**config.mk**
```make
export PLATFORM = sky130hd
export DESIGN_NAME = lz77_decoder
export DESIGN_NICKNAME = d
export VERILOG_FILES = /design/src/rtl/lz77_decoder.sv
export SDC_FILE = /design/constraint.sdc
export NUM_CORES = 1
export LEC_CHECK = 0
export CORE_UTILIZATION = 45
export DETAILED_ROUTE_END_ITERATION = 7
export PLACE_DENSITY_LB_ADDON = 0.3
export SYNTH_ARGS = -nofsm -noshare
export SYNTH_HDL_FRONTEND = slang
export SYNTH_SLANG_ARGS = --single-unit
```
**constraint.sdc**
```tcl
create_clock -name clk -period 3 [get_ports clk]
set_input_delay 0.6 -clock clk [delete_from_list [all_inputs] [get_ports clk]]
set_output_delay 0.6 -clock clk [all_outputs]
set_load 0.1 [all_outputs]
```
**src/rtl/lz77_decoder.sv**
```systemverilog
// Streaming LZ77 decoder: accepts (offset, match_len, char_nxt) tokens and
// rebuilds the symbol stream one char per cycle from a shifting history buffer.
module lz77_decoder #(
    parameter int              SEARCH_LEN = 9,
    parameter int              OFF_W      = 4,
    parameter int              LEN_W      = 3,
    parameter int              CHAR_W     = 8,
    parameter logic [CHAR_W-1:0] END_CHAR = 8'h24
) (
    input  logic              clk,
    input  logic              reset,
    input  logic              tok_valid,
    output logic              tok_ready,
    input  logic [OFF_W-1:0]  offset,
    input  logic [LEN_W-1:0]  match_len,
    input  logic [CHAR_W-1:0] char_nxt,
    output logic              out_valid,
    output logic [CHAR_W-1:0] out_char,
    output logic              encode,
    output logic              finish
);

    localparam logic [1:0] IDLE = 2'd0;
    localparam logic [1:0] COPY = 2'd1;
    localparam logic [1:0] LIT  = 2'd2;
    localparam logic [1:0] DONE = 2'd3;

    logic [1:0]              state;
    logic [CHAR_W-1:0]       hist [SEARCH_LEN];
    logic [LEN_W-1:0]        cnt;
    logic [OFF_W-1:0]        off_q;
    logic [LEN_W-1:0]        len_q;
    logic [CHAR_W-1:0]       chr_q;
    logic [CHAR_W-1:0]       copy_sym;
    logic                    emit;
    logic [CHAR_W-1:0]       sym;

    // Out-of-range offsets fall through the match and read as zero.
    always_comb begin
        copy_sym = '0;
        for (int i = 0; i < SEARCH_LEN; i++) begin
            if (off_q == OFF_W'(i)) copy_sym = hist[i];
        end
    end

    always_comb begin
        emit = (state == COPY) || (state == LIT);
        sym  = (state == LIT) ? chr_q : copy_sym;
    end

    assign tok_ready = (state == IDLE);
    assign finish    = (state == DONE);
    assign encode    = 1'b0;

    always_ff @(posedge clk or negedge reset) begin
        if (!reset) begin
            state     <= IDLE;
            cnt       <= '0;
            off_q     <= '0;
            len_q     <= '0;
            chr_q     <= '0;
            out_valid <= 1'b0;
            out_char  <= '0;
            for (int i = 0; i < SEARCH_LEN; i++) hist[i] <= '0;
        end else begin
            out_valid <= 1'b0;
            if (emit) begin
                out_valid <= 1'b1;
                out_char  <= sym;
                hist[0]   <= sym;
                for (int i = 1; i < SEARCH_LEN; i++) hist[i] <= hist[i-1];
            end
            case (state)
                IDLE: begin
                    if (tok_valid) begin
                        off_q <= offset;
                        len_q <= match_len;
                        chr_q <= char_nxt;
                        cnt   <= '0;
                        state <= (match_len != '0) ? COPY : LIT;
                    end
                end
                COPY: begin
                    cnt <= cnt + LEN_W'(1);
                    if (cnt == len_q - LEN_W'(1)) state <= LIT;
                end
                LIT: begin
                    state <= (chr_q == END_CHAR) ? DONE : IDLE;
                end
                default: begin
                    // End of stream: forget history so the next stream starts clean.
                    cnt   <= '0;
                    state <= IDLE;
                    for (int i = 0; i < SEARCH_LEN; i++) hist[i] <= '0;
                end
            endcase
        end
    end

endmodule

```
### Word-level counts from Yosys, hierarchy flattened

Cells that the tools add are included.

| cells by class | value |
|---|---|
| add/subtract/negate cells | 2 |
| equal/unequal tests | 16 |
| mux-type cells | 20 |
| bitwise operators | 1 |
| reduce and logical (&&, ||, !) cells | 8 |

Operators with widths:

| operator | count |
|---|---|
| $mux W72 | 2 |
| $mux W8 | 10 |
| $eq A4 B3 Y1 const B | 4 |
| $pmux W3 S3 | 1 |
| $eq A4 B2 Y1 const B | 2 |
| $eq A8 B6 Y1 const B | 1 |
| $mux W2 | 4 |
| $pmux W2 S3 | 1 |
| $reduce_and A2 Y1 | 3 |
| $eq A2 B2 Y1 const B | 2 |
| $eq A4 B1 Y1 const B | 1 |
| $eq A4 B4 Y1 const B | 1 |
| $logic_not A4 Y1 | 1 |
| $ne A2 B1 Y1 const B | 2 |
| $add A3 B1 Y3 const B | 1 |
| $eq A3 B3 Y1 | 1 |
| $mux W3 | 1 |
| $reduce_bool A3 Y1 | 1 |
| $reduce_or A3 Y1 | 1 |
| $sub A3 B1 Y3 const B | 1 |
| $eq A2 B1 Y1 const B | 1 |
| $logic_not A2 Y1 | 1 |
| $ne A2 B2 Y1 const B | 1 |
| $logic_or A1 B1 Y1 | 1 |
| other kinds (2) | 2 |

| storage, ports and cells | value |
|---|---|
| register bits after elaboration | 101 |
| input port bits | 18 |
| output and inout bits | 12 |
| word-level logic and storage cells | 63 |

### Logic depth before layout (Yosys ltp)

| logic depth | value |
|---|---|
| word-level depth | 13 |
| depth in mapped cells | 7 |
| gate-level depth less buffers | 6 |

### Worst setup path after synthesis

OpenSTA, ideal clock, no wires.

| timing path | value |
|---|---|
| path kind | flip-flop to flip-flop |
| start point | register state[0] |
| end point | register state[0] |
| library setup time | 125 ps |
| arrival time | 2245 ps |
| data required time | 2875 ps |
| slack | 630 ps |
| cell stages (with the launch flop) | 7 |
| path buffers | 0 |
| clock period less this slack | 2370 ps |
| cell sequence | dfrtp_1 > inv_1 > ha_1 > nand2b_1 > nor2b_1 > a41oi_1 > mux2_2 |

| on the way | value |
|---|---|
| longest elaborated chain between the ends | 3 |
| elaborated cells between the ends (all ways) | 7 |
| classes of those cells | eq/ne (4); mux (1); reduce/logical (2) |

RTL lines:

| item | line | RTL |
|---|---|---|
| start: declaration | 28 | `logic [1:0] state;` |
| start signal: assignment | 80 | `state <= (match_len != '0) ? COPY : LIT;` |
| start signal: assignment | 88 | `state <= (chr_q == END_CHAR) ? DONE : IDLE;` |
| $logic_not A2 Y1 (*) | -- |  |
| net tok_ready | 13 | `output logic tok_ready,` |
| $ne A2 B2 Y1 (no source line) | -- |  |
| $reduce_and A2 Y1 (no source line) | -- |  |

The timed path passes the listed nets; every way through them passes the cells marked *.
A chain may end at the register's enable or synchronous reset.

### Worst setup path in the final report

| timing path | value |
|---|---|
| start point | register state[0] |
| end point | register hist[64] (netlist bit) |

| on the way | value |
|---|---|
| longest elaborated chain between the ends | 4 |
| elaborated cells between the ends (all ways) | 9 |
| classes of those cells | eq/ne (3); mux (3); reduce/logical (3) |

RTL lines:

| item | line | RTL |
|---|---|---|
| $eq A2 B2 Y1 | 47, 48, 73 |  |
| $mux W8 | 48 | `sym = (state == LIT) ? chr_q : copy_sym;` |
| $mux W72 | 67 | `if (emit) begin` |
| $mux W72 | 73 | `case (state)` |
| end: declaration | 29 | `logic [CHAR_W-1:0] hist [SEARCH_LEN];` |

Several ways; a longest one is shown, not always the timed one. The select of a mux whose other input is x is not followed.

==> impl_metrics.json <==
{
  "status": "complete, no violations",
  "slew_viol_final": 0,
  "crit_path_max_fanout": 14,
  "finalCriticalPeriod_ps": 2250,
  "grt_pass1_wl_um": 18100,
  "num_rows": 38,
  "cts_root_buffer": "clkbuf_16",
  "die-width_um": 109,
  "yosysSeqAreaShare_pct": 48.9,
  "grt.total_usage_pct": 20.0,
  "detailed_place_hpwl_um": 7250,
  "synth_edf_count": 0,
  "drv_cap": 0,
  "die_area_sq_mm": 0.0119,
  "cts_resized": 0,
  "grt_pass1_vias": 3575,
  "numCtsBuffers": 9,
  "avgViaCountPerCell": 5.51,
  "r2r_end": "hist[64]",
  "synthFlopType": "dfrtp_1",
  "skew_ps": 8.60,
  "io_pins": 30,
  "yosysUniqueCellTypes": 48,
  "multi_input_area_sq_mm": 0.00242,
  "p_per_area_mw_per_mm2": 1170,
  "synth.avg_cell_area_sq_um": 9.66,
  "fmax_ghz": 0.444,
  "grt_max_degree": 98,
  "rr_startpoint": "state[0]",
  "ys_warn_count": 0,
  "finalSetupViolCount": 0,
  "hold_class": "primary input to asynchronous set/reset pin",
  "start_kind": "register",
  "syn_inst": 535,
  "postSynthNetCount": 560,
  "tns_ps": 0,
  "p_leak_nw": 2.39,
  "finalWirelength_um": 11100,
  "wl_per_cell_um": 16.2,
  "layout.nets": 565,
  "dr.pass1.iters": 5,
  "criticalPathCategory": "register to register",
  "synthArstFlopShare_pct": 100,
  "num-fill-cells": 1031,
  "initial_core_util_pct": 46.8,
  "crit_start": "state[0]",
  "end_kind": "register",
  "drtAntennaViolNets": 0,
  "clkLatencyLatePin_ps": 360,
  "rsz0062_at_grt": "no",
  "final_core_util_pct": 52.3,
  "post_cts_buffers": 0,
  "endpoint": "hist[64]",
  "vias": 3774,
  "post-route-drc-count": 0,
  "port-buffer-count": 28,
  "routabilityCongestion": 0.783,
  "ctsHoldBuffers": 0,
  "hold_viol_final": 0,
  "cp.arrival_ps": 2490,
  "place_inst": 669,
  "ys_ff_latch": 101,
  "fin_cells": 685,
  "peakVddDrop_mv": 0.743,
  "max-slew-margin-rel_pct": 42.7,
  "clockBufferDepth": 2,
  "drt-initial-drc-count": 244,
  "drive_gt1_share_pct": 10.8,
  "r2r_cells": 6,
  "crit_required_ps": 3240,
  "antenna_found_initial": 0,
  "gr-total-overflow": 0,
  "min_period_over_period_pct": 75.0,
  "area_growth_pct": 11.7,
  "syn-cell-area_sq_mm": 0.00517,
  "core_sq_mm": 0.0110,
  "rrSetupSlack_ps": 750,
  "cts_sinks": 101,
  "clkSlewWorstSetupHoldPaths_ps": 70,
  "tightestPinTransition_ps": 860,
  "cts_tree": "built",
  "num_antenna_cells": 0,
  "die_y_um": 109,
  "regArea_sq_mm": 0.00253,
  "cts_max_level": 3
}
[sequential cells by signal (all words and copies together) (netlist names)]
signal     count
out_valid      1
cnt            3
state          2
out_char       8
len_q          3
chr_q          8
hist          72
off_q          4
[synth_stat cells, drive strengths merged (2+ instances only)]
| cell type | n | share of area (%) |
|---|---|---|
| a221o | 5 | 0.97 |
| a21o | 3 | 0.44 |
| buf | 17 | 2.2 |
| nand2b | 70 | 8.5 |
| nand2 | 73 | 5.3 |
| o21a | 2 | 0.29 |
| o21bai | 5 | 0.73 |
| nor4b | 2 | 0.46 |
| clkbuf | 23 | 1.7 |
| mux2i | 15 | 2.9 |
| ha | 7 | 1.7 |
| a221oi | 4 | 0.68 |
| nor2 | 11 | 0.80 |
| nor2b | 7 | 0.85 |
| o31ai | 2 | 0.29 |
| o21ai | 91 | 8.8 |
| or3b | 2 | 0.39 |
| o211ai | 5 | 0.73 |
| o22ai | 9 | 1.1 |
| nand3b | 11 | 1.6 |
| dfrtp | 101 | 49 |
| xor2 | 3 | 0.51 |
| nor3b | 4 | 0.58 |
| a21oi | 7 | 0.68 |
| a31oi | 11 | 1.3 |
| nand3 | 2 | 0.19 |
| mux2 | 22 | 4.8 |
| inv | 8 | 0.58 |
[per-layer routing]
layer  GRT usage (%)  wire (um)  share of wire, %
met1            28.1       5180                47
met2            30.5       5200                47
met3            5.08        560               5.1
met4            5.31        128               1.2
met5               0          0                 0
[area by class of cell]
| cell class | count | share of cell area (%) |
|---|---|---|
| clock buffer | 10 | 4.14 |
| clock inverter | 6 | 0.781 |
| inverter | 8 | 0.520 |
| multi-input combinational | 386 | 42.0 |
| sequential | 101 | 43.8 |
| tap | 140 | 3.04 |
| timing repair buffer | 34 | 5.77 |
[placed cells by master (no fill, tap or decap), types with 2 or more instances in the layout]
| cell | Yosys | routed |
|---|---|---|
| a21o_1 | 3 | 3 |
| a21oi_1 | 7 | 7 |
| a221o_1 | 5 | 5 |
| a221oi_1 | 4 | 4 |
| a31oi_1 | 11 | 11 |
| buf_12 | 0 | 3 |
| buf_4 | 4 | 15 |
| clkbuf_16 | 0 | 9 |
| clkdlybuf4s50_1 | 0 | 16 |
| clkinvlp_4 | 0 | 3 |
| dfrtp_1 | 101 | 101 |
| ha_1 | 7 | 6 |
| inv_1 | 8 | 8 |
| inv_6 | 0 | 2 |
| mux2_2 | 22 | 22 |
| mux2i_1 | 15 | 15 |
| nand2_1 | 73 | 73 |
| nand2b_1 | 70 | 70 |
| nand3_1 | 2 | 2 |
| nand3b_1 | 11 | 11 |
| nor2_1 | 11 | 11 |
| nor2b_1 | 7 | 7 |
| nor3b_1 | 4 | 4 |
| o211ai_1 | 5 | 5 |
| o21a_1 | 2 | 2 |
| o21ai_0 | 88 | 88 |
| o21ai_1 | 3 | 3 |
| o21bai_1 | 5 | 5 |
| o22ai_1 | 9 | 9 |
| o31ai_1 | 2 | 2 |
| xor2_1 | 3 | 3 |
[cells by family after synthesis]
| logic type | share of synthesized area (%) |
|---|---|
| other | 0.0726 |
| AND/OR/NAND/NOR | 19.6 |
| adder cells (fa/ha/maj) | 1.69 |
| AO/OA/AOI/OAI | 16.9 |
| flip-flops | 48.9 |
| XOR/XNOR | 0.678 |
| multiplexers | 7.70 |
| buffers and inverters | 4.48 |
[critical path, cell delays in order (launching register included)]
cell	delay, ps
dfrtp_1	420
inv_1	160
ha_1	540
inv_1	400
o21ai_0	350
o21ai_0	100
o21bai_1	160
[power by group]
part           internal [mW]  switching (mW)  total [mW]
Clock                  0.590           0.536        1.13
Combinational           1.18            1.94        3.12
Sequential              1.92           0.571        2.49
[per-stage QoR]
step	hold WS, ps	total power, mW	instance area [sq um]	setup WS (ps)
final	170	6.74	5770	750
after global routing	201	7.21	5770	553
after CTS	178	6.79	5770	782
after detailed placement	478	5.65	5490	802
after global placement	465	5.56	5490	840
after floorplan	304	4.88	5170	630
[worst min-delay path by stage]
| stage | cells past startpoint | slack, ps | from | end |
|---|---|---|---|---|
| 2_1_floorplan | 0 | 300 | reset | chr_q[0] |
| 3_3_place_gp | 2 | 460 | hist[7] | hist[7] |
| 3_5_place_dp | 2 | 480 | hist[7] | hist[7] |
| 4_1_cts | 1 | 180 | reset | hist[34] |
| 5_1_grt | 1 | 200 | reset | hist[54] |
| 6_report | 1 | 170 | reset | hist[54] |
(Power assumes the default switching activity.)
